<file path="src/rtl/skinny_pkg.sv">
// Shared definitions for the DOM-masked Skinny-128-384 cores:
// round counts, round-constant step and sequencer FSM states.
package skinny_pkg;

    localparam int SKINNY384P_ROUNDS = 40;
    localparam int SKINNY384_ROUNDS  = 56;

    typedef enum logic [1:0] {
        SEQ_IDLE,
        SEQ_RUN,
        SEQ_STORE,
        SEQ_DONE
    } seq_state_t;

    function automatic logic [5:0] rc_next(input logic [5:0] rc);
        return {rc[4:0], rc[5] ^ rc[4] ^ 1'b1};
    endfunction

endpackage

</file>
<file path="src/rtl/rand_lfsr.sv">
// Fresh-randomness register: rotate-left with tap feedback on MSB.
// Load wins over advance.
module rand_lfsr #(
    parameter int                RAND_W    = 128,
    parameter logic [RAND_W-1:0] RAND_TAPS = 128'h86
) (
    input  logic              clk,
    input  logic              rst,
    input  logic              load,
    input  logic [RAND_W-1:0] seed,
    input  logic              adv,
    output logic [RAND_W-1:0] q
);

    always_ff @(posedge clk or posedge rst) begin
        if (rst) begin
            q <= '0;
        end else if (load) begin
            q <= seed;
        end else if (adv) begin
            q <= {q[RAND_W-2:0], q[RAND_W-1]} ^ (q[RAND_W-1] ? RAND_TAPS : '0);
        end
    end

endmodule

</file>
<file path="src/rtl/domn_skinny_sequencer.sv">
// Round sequencer for DOM-masked Skinny-128-384: stage enable ring,
// round constant, first-round strobes and randomness, with stall.
module domn_skinny_sequencer
    import skinny_pkg::*;
#(
    parameter int                STAGES    = 4,
    parameter int                ROUNDS_A  = SKINNY384P_ROUNDS,
    parameter int                ROUNDS_B  = SKINNY384_ROUNDS,
    parameter int                RAND_W    = 128,
    parameter logic [RAND_W-1:0] RAND_TAPS = 128'h86
) (
    input  logic              clk,
    input  logic              rst,
    input  logic              start,
    input  logic              round_mode,
    input  logic [RAND_W-1:0] rand_seed,
    input  logic              stall,
    output logic              busy,
    output logic [STAGES-1:0] en,
    output logic              first,
    output logic              kstore,
    output logic [5:0]        rc,
    output logic [5:0]        rnd_idx,
    output logic [RAND_W-1:0] rand_q,
    output logic              store,
    output logic              done
);

    localparam logic [5:0] LAST_A = 6'(ROUNDS_A - 1);
    localparam logic [5:0] LAST_B = 6'(ROUNDS_B - 1);

    seq_state_t        state_q, state_d;
    logic [STAGES-1:0] en_q, en_d;
    logic [5:0]        rc_q, rc_d;
    logic [5:0]        idx_q, idx_d;
    logic              first_q, first_d;
    logic              mode_q, mode_d;
    logic [5:0]        last_idx;
    logic              accept;
    logic              adv;

    assign last_idx = mode_q ? LAST_B : LAST_A;
    assign accept   = (state_q == SEQ_IDLE) & start;
    assign adv      = (state_q == SEQ_RUN) & ~stall;

    always_comb begin
        state_d = state_q;
        en_d    = en_q;
        rc_d    = rc_q;
        idx_d   = idx_q;
        first_d = first_q;
        mode_d  = mode_q;
        unique case (state_q)
            SEQ_IDLE: begin
                if (start) begin
                    state_d = SEQ_RUN;
                    en_d    = STAGES'(1);
                    first_d = 1'b1;
                    rc_d    = 6'h01;
                    idx_d   = 6'd0;
                    mode_d  = round_mode;
                end
            end
            SEQ_RUN: begin
                if (!stall) begin
                    en_d = {en_q[STAGES-2:0], en_q[STAGES-1]};
                    if (en_q[STAGES-1]) begin
                        first_d = 1'b0;
                        idx_d   = idx_q + 6'd1;
                        rc_d    = rc_next(rc_q);
                        // Termination is decided by the round index only.
                        if (idx_q == last_idx) begin
                            state_d = SEQ_STORE;
                            en_d    = '0;
                        end
                    end
                end
            end
            SEQ_STORE: state_d = SEQ_DONE;
            SEQ_DONE:  state_d = SEQ_IDLE;
            default:   state_d = SEQ_IDLE;
        endcase
    end

    always_ff @(posedge clk or posedge rst) begin
        if (rst) begin
            state_q <= SEQ_IDLE;
            en_q    <= '0;
            rc_q    <= 6'h01;
            idx_q   <= 6'd0;
            first_q <= 1'b0;
            mode_q  <= 1'b0;
        end else begin
            state_q <= state_d;
            en_q    <= en_d;
            rc_q    <= rc_d;
            idx_q   <= idx_d;
            first_q <= first_d;
            mode_q  <= mode_d;
        end
    end

    rand_lfsr #(
        .RAND_W   (RAND_W),
        .RAND_TAPS(RAND_TAPS)
    ) u_rand (
        .clk (clk),
        .rst (rst),
        .load(accept),
        .seed(rand_seed),
        .adv (adv),
        .q   (rand_q)
    );

    assign busy    = (state_q == SEQ_RUN);
    assign store   = (state_q == SEQ_STORE);
    assign done    = (state_q == SEQ_DONE);
    assign en      = en_q;
    assign first   = first_q;
    assign rc      = rc_q;
    assign rnd_idx = idx_q;
    assign kstore  = en_q[0] & busy & ~first_q;

endmodule

</file>
<file path="config.mk">
export PLATFORM = sky130hd
export DESIGN_NAME = domn_skinny_sequencer
export DESIGN_NICKNAME = d
export VERILOG_FILES = /design/src/rtl/skinny_pkg.sv /design/src/rtl/rand_lfsr.sv /design/src/rtl/domn_skinny_sequencer.sv
export SDC_FILE = /design/constraint.sdc
export NUM_CORES = 1
export LEC_CHECK = 0
export CORE_ASPECT_RATIO = 0.75
export CORE_UTILIZATION = 47
export DETAILED_ROUTE_END_ITERATION = 6
export PLACE_DENSITY = 0.93
export SYNTH_ARGS = -nofsm -noshare
export SYNTH_HDL_FRONTEND = slang
export SYNTH_SLANG_ARGS = --single-unit
</file>
<file path="constraint.sdc">
create_clock -name clk -period 14.9 [get_ports clk]
set_input_delay 2.98 -clock clk [delete_from_list [all_inputs] [get_ports clk]]
set_output_delay 2.98 -clock clk [all_outputs]
set_load 0.01 [all_outputs]
</file>
Word level (Yosys, flattened, before mapping):

Cells that the tools add are included.

* input port bits: 133
* word-level logic and storage cells: 58
* output and inout port bits: 149
* register bits after elaboration: 148

* mux-type cells: 26
* eq/ne operators: 8
* add/sub/neg operators: 1
* bitwise gates (word level): 9
* reduce and logical (&&, ||, !) cells: 7

Operators with widths (count)
* 128-bit 2-to-1 mux: 2
* 128-bit bitwise XOR: 1
* 6-bit 2-to-1 mux: 6
* 6-bit one-hot mux with 2 select lines: 2
* 4-bit 2-to-1 mux: 4
* 2-bit 2-to-1 mux: 4
* 8-bit 2-to-1 mux: 1
* 2-bit one-hot mux with 4 select lines: 1
* 4-bit one-hot mux with 2 select lines: 1
* 4-bit AND reduction: 2
* 6-bit by 1-bit adder with 6-bit output (second input constant): 1
* 6-bit equality test: 1
* 5-bit 2-to-1 mux: 1
* 1-bit AND: 4
* 2-bit equality test (second input constant): 2
* 2-bit by 1-bit inequality test with 1-bit output (second input constant): 2
* 2-bit inequality test (second input constant): 2
* 2-bit nonzero test: 2
* 1-bit 2-to-1 mux: 3
* 1-bit inverter: 3
* 3-bit AND reduction: 1
* 2-bit by 1-bit equality test with 1-bit output (second input constant): 1
* 2-bit zero test: 1
* 1-bit one-hot mux with 2 select lines: 1
* 2 further kinds: 2

Depth between registers and ports, before layout:

* word-level depth: 6
* mapped depth: 9

By module:

Synthesis repeated with hierarchy kept, for this count alone.

* cells, all modules: 668
* area, all modules: 7048.0 sq um

Modules (own cells, without submodules)
* rand_lfsr: times used 1, area each 5987.0 sq um, seq. area each 3203.1 sq um, cells each 561
* domn_skinny_sequencer: times used 1, area each 1061.0 sq um, seq. area each 501.7 sq um, cells each 107

Worst setup path before layout:

No wires, ideal clock.

* kind: register to output
* start point: register state_q[1]
* end point: output kstore
* cell stages (with the launch flop): 7
* arrival time: 1400 ps
* path slack: 10520 ps
* data required time: 11920 ps
* path through: dfrtp_1 inv_1 ha_1 buf_2 buf_1 nand2_1 nor2_1

* cells in the longest elaborated chain, start to end: 3

RTL lines
* from (decl): RTL line domn_skinny_sequencer.sv:32 `seq_state_t state_q, state_d;`
* from (signal assigned): RTL line domn_skinny_sequencer.sv:94 `state_q <= state_d;`
* 2-bit by 1-bit equality test with 1-bit output: RTL line domn_skinny_sequencer.sv:115 `assign busy = (state_q == SEQ_RUN);`
* net busy: RTL line domn_skinny_sequencer.sv:18 `output logic busy,`
* 1-bit AND (2 in series): RTL line domn_skinny_sequencer.sv:122 `assign kstore = en_q[0] & busy & ~first_q;`
* to (decl): RTL line domn_skinny_sequencer.sv:21 `output logic kstore,`

The timed path passes the listed nets, and every way through them passes these cells.

Worst setup path after layout:

* start point: register state_q[1]
* end point: output kstore

* cells in the longest elaborated chain, start to end: 3

RTL lines (RTL line)
* 2-bit by 1-bit equality test with 1-bit output: domn_skinny_sequencer.sv:115
* 1-bit AND (2 in series): domn_skinny_sequencer.sv:122

No other way between the ends.

==> results summary <==
The post-synthesis net count came out at 804. The final-report setup violation count is 0. The number of antenna cells inserted came out at 0.

The cell at the slowest stage of the critical path is sky130_fd_sc_hd__ha_1. The area growth from synthesis to final layout came out at 50.3%. The number of buffer and inverter stages on the critical path came out at 2. The worst-case vdd ir drop is roughly 0.00008 V. The quantity of hold-fixing buffers added after cts is 0. The startpoint identified for the worst register-to-register timing path is state_q[1]$_DFFE_PP0P_. The wire length after detailed routing came out at 19700 um. After detailed routing, the number of remaining DRC violations is 0. The flow ran to the end, and the final reports show no timing, DRC or antenna violations. For this run, the slowest stage of the critical path takes between 600 and 700 ps. The via density per instance came out at around 5.2.

Summing the sequential cell areas from Yosys gives 53.8% of the chip area. Traced cell by cell, the critical path runs through inv_1 -> ha_1 -> nand2_1 -> nor2_1 -> clkdlybuf4s50_1. The category of the worst setup path capture point is an output pin. The worst hold path stage count came out at 2. On the critical path the largest part of the delay comes from buffers and inverters. The deepest level of the CTS H-tree is 4.

The placed instance area is 9750 um2. The worst setup path is of the flop to output pin kind. The routability-driven placement congestion ratio is between 0.8 and 0.9. STA puts the critical path data arrival time at 2520 ps. The transition time at the pin with the least slew margin came out at roughly 1200 ps. In this run the worst hold path is classified as flop to flop. In this run the tool buffered the top-level ports with ~280 buffer cells.

Measured in cells, the most critical reg-to-reg path has a length of 7. In the finished design, the share of the clock period the worst path needs comes to a little under two fifths. Buffers inserted during clock tree synthesis total 17. The synthesized netlist cell count came out at between 600 and 700. The final non-filler cell area came out at 10300 um2. After global routing the overflow that remains totals 0.

The startpoint identified for the worst hold timing path is rc[0]$_DFFE_PP1P_. The static leakage power came out at about 4.9 nW. The floorplan step defined a die boundary enclosing between 15000 and 20000 um2.

The maximum buffer depth of the clock tree is 2. The register-to-register path setup slack is approximately 11000 ps. The worst path required time is 11920 ps. The post-DP HPWL came out at between 10000 and 15000 um. The worst hold path terminates at rc[0]$_DFFE_PP1P_. The final setup skew is around 7.5 ps. The final-report max-slew violation count was 0. The library cell occupying the most area in the post-synthesis netlist is sky130_fd_sc_hd__dfrtp_1. The endpoint of the lowest-slack register-to-register path is u_rand.q[101]$_DFFE_PP0P_. The number of resized instances in the post-cts repair step came out at 0. Dividing the synthesized area by the synthesized cell count gives 10.3 um2. Based on the critical path, the design can be clocked at up to 0.182 GHz. The pre-antenna-repair detailed-routing pass consisted of 4 iterations. The final hold violation count came out at 0. The post-route setup TNS is 0 ps. The starting density of the core is between 40% and 50%. The worst max-slew margin expressed relative to the limit came out at between 20% and 30%.

The synthesis-stage register bit count came out at 148. The vertical die dimension came out at around 110 um. The number of antenna violations at the first check in global routing is 0.

The number of fill cells is around 950. The post-detailed-route wirelength per cell came out at between 15 and 20 um. The number of placement rows came out at 37. The count of clock tree sinks came out at 148. The floorplan core area is approximately 14000 um2.

The number of routed nets with antenna violations came out at 0. The I/O pin count came out at between 200 and 300. After layout, the minimum clock period comes to roughly 5500 ps. The critical path launch point type is a flop. The number of nets in the finished design came out at 1062. The largest fanout on the critical path is 20. At the later pin of the worst-skew pair, clock insertion delay measures roughly 410 ps.

The final route contains ~6000 vias. The via count of the first global-routing pass came out at ~6000. For this design the ratio of total power to cell area is 121 nW/um2. The CTS tree is done. The post-CTS setup-driven buffer insertion count is 0. CTS placed an instance of sky130_fd_sc_hd__clkbuf_16 at the clock tree root. The first routing iteration left 297 violations. Yosys attributes the largest share of cell area to sky130_fd_sc_hd__dfrtp_1, sky130_fd_sc_hd__mux2i_1, sky130_fd_sc_hd__a21oi_1.

The cell area after technology mapping came out at approximately 6900 um2. The number of max-capacitance violations reported is 0. The count of warnings emitted by yosys is 0.

The number of distinct library cells after synthesis came out at 31. The area share of the largest cell type after synthesis is between 50 and 60%. The share of final-layout standard cells stronger than drive strength 1 is around 4.7%. The clock-pin slew reported for the worst setup and hold paths after clock tree synthesis came out at about 60 ps. The first global-routing pass estimated roughly 31000 um of wire. Global routing consumed, over all layers together, a little over a quarter of the routing resources.

The die width came out at approximately 140 um. Entering global routing, the biggest net connects 130 pins. Setup repair after global routing left no endpoint under its margin.
[per-stage QoR]
step           util, %  setup WS, ps  hold WS [ps]  instances  power (W)
4_1_cts           74.0          9450           503       1131    0.00126
3_5_place_dp      69.8          9240           501       1099   0.000834
6_report          74.0          9400           505       1131    0.00125
5_1_grt           74.0          9270           513       1131    0.00131
2_1_floorplan        -          7940           489        665   0.000637
3_3_place_gp      69.8          9310           486       1099   0.000822
[worst max path at each step]
stage               cells after the start                      end                   start
detailed placement                      6  u_rand.q[7]$_DFFE_PP0P_                   start
CTS                                     5                   kstore  state_q[1]$_DFFE_PP0P_
global route                            5                   kstore  state_q[1]$_DFFE_PP0P_
finish                                  5                   kstore  state_q[1]$_DFFE_PP0P_
floorplan                               1        en[0]$_DFFE_PP0P_                     rst
global placement                        6  u_rand.q[7]$_DFFE_PP0P_                   start
[layout by cell type, fill, tap and decap left out, types with 2 or more instances in the layout]
| master | count |
|---|---|
| sky130_fd_sc_hd__clkdlybuf4s50_1 | 281 |
| sky130_fd_sc_hd__dfrtp_1 | 147 |
| sky130_fd_sc_hd__nor2_1 | 131 |
| sky130_fd_sc_hd__mux2i_1 | 127 |
| sky130_fd_sc_hd__a21oi_1 | 127 |
| sky130_fd_sc_hd__nand2_1 | 20 |
| sky130_fd_sc_hd__clkbuf_16 | 17 |
| sky130_fd_sc_hd__o21ai_0 | 14 |
| sky130_fd_sc_hd__inv_1 | 7 |
| sky130_fd_sc_hd__xnor2_1 | 6 |
| sky130_fd_sc_hd__ha_1 | 6 |
| sky130_fd_sc_hd__nand3_1 | 5 |
| sky130_fd_sc_hd__clkinvlp_4 | 5 |
| sky130_fd_sc_hd__buf_4 | 5 |
| sky130_fd_sc_hd__o2bb2ai_1 | 3 |
| sky130_fd_sc_hd__mux2_2 | 3 |
| sky130_fd_sc_hd__o211ai_1 | 3 |
| sky130_fd_sc_hd__clkinv_2 | 3 |
| sky130_fd_sc_hd__inv_6 | 2 |
| sky130_fd_sc_hd__a21o_1 | 2 |
| sky130_fd_sc_hd__or3_1 | 2 |
| sky130_fd_sc_hd__a211oi_1 | 2 |
| sky130_fd_sc_hd__clkbuf_8 | 2 |
| sky130_fd_sc_hd__bufinv_16 | 2 |
[where the power goes]
| group | internal (W) | switching, W |
|---|---|---|
| registers | 0.000463 | 0.0000548 |
| clock network | 0.000255 | 0.000167 |
| logic | 0.000180 | 0.000129 |
| total | 0.000899 | 0.000351 |
[routing by layer]
layer | GRT usage, % | routed length [um] | vias to the layer above | share of wire [%]
li1 | - | - | 2806 | -
met1 | 32.0 | 8020 | 2843 | 41
met2 | 44.7 | 9550 | 228 | 48
met3 | 9.20 | 1730 | 32 | 8.8
met4 | 10.1 | 404 | 0 | 2.1
met5 | 0 | 0 | - | 0
[tightest hold or removal path: cells and delay by family (launching register included)]
kind	cells	cell delay [ps]
and+or+nand+nor	1	50
AOI/OAI and AO/OA	1	70
DFF	1	380
[sequential cells by signal, indices dropped and copies added (netlist names)]
register	count
rnd_idx	6
rc	6
state_q	2
u_rand.q	128
en	4
mode_q	1
first	1
[cell usage after synthesis]
library cell,n
sky130_fd_sc_hd__or3_1,2
sky130_fd_sc_hd__inv_1,8
sky130_fd_sc_hd__ha_1,6
sky130_fd_sc_hd__nand4b_1,1
sky130_fd_sc_hd__xor2_1,1
sky130_fd_sc_hd__nor2_1,131
sky130_fd_sc_hd__dfrtp_1,147
sky130_fd_sc_hd__mux2i_1,127
sky130_fd_sc_hd__buf_1,1
sky130_fd_sc_hd__buf_4,6
sky130_fd_sc_hd__buf_2,37
sky130_fd_sc_hd__o21a_1,1
sky130_fd_sc_hd__nand3_1,5
sky130_fd_sc_hd__nand2_1,21
sky130_fd_sc_hd__nand2b_1,1
sky130_fd_sc_hd__o41ai_1,1
sky130_fd_sc_hd__a21oi_2,1
sky130_fd_sc_hd__nor3b_1,1
sky130_fd_sc_hd__mux2_2,3
sky130_fd_sc_hd__a211oi_1,2
sky130_fd_sc_hd__dfstp_2,1
sky130_fd_sc_hd__xnor2_1,6
sky130_fd_sc_hd__o2bb2ai_1,3
sky130_fd_sc_hd__a21oi_1,127
sky130_fd_sc_hd__o21ai_0,14
sky130_fd_sc_hd__nor2b_1,1
sky130_fd_sc_hd__a21o_1,2
sky130_fd_sc_hd__o21ai_1,1
sky130_fd_sc_hd__and4_1,1
sky130_fd_sc_hd__o211ai_1,3
sky130_fd_sc_hd__clkbuf_1,3
[cell families after synthesis]
group | after synthesis | share of synthesized area [%]
buffers and inverters | 55 | 4.00
flip-flops | 148 | 53.8
adder cells (fa/ha/maj) | 6 | 1.09
AO/OA/AOI/OAI | 155 | 11.8
multiplexers | 130 | 19.0
XOR/XNOR | 7 | 0.891
AND/OR/NAND/NOR | 164 | 9.38
[final cells by class]
type / instances / area, um2 / share of cell area (%)
tap: 195 / 244 / 2.36
inverter: 8 / 35.0 / 0.339
sequential: 148 / 3700 / 35.8
multi-input combinational: 462 / 2920 / 28.2
timing repair buffer: 286 / 2850 / 27.6
clock buffer: 20 / 457 / 4.42
clock inverter: 12 / 130 / 1.26
Note: power is estimated with default switching activity, not from simulation.
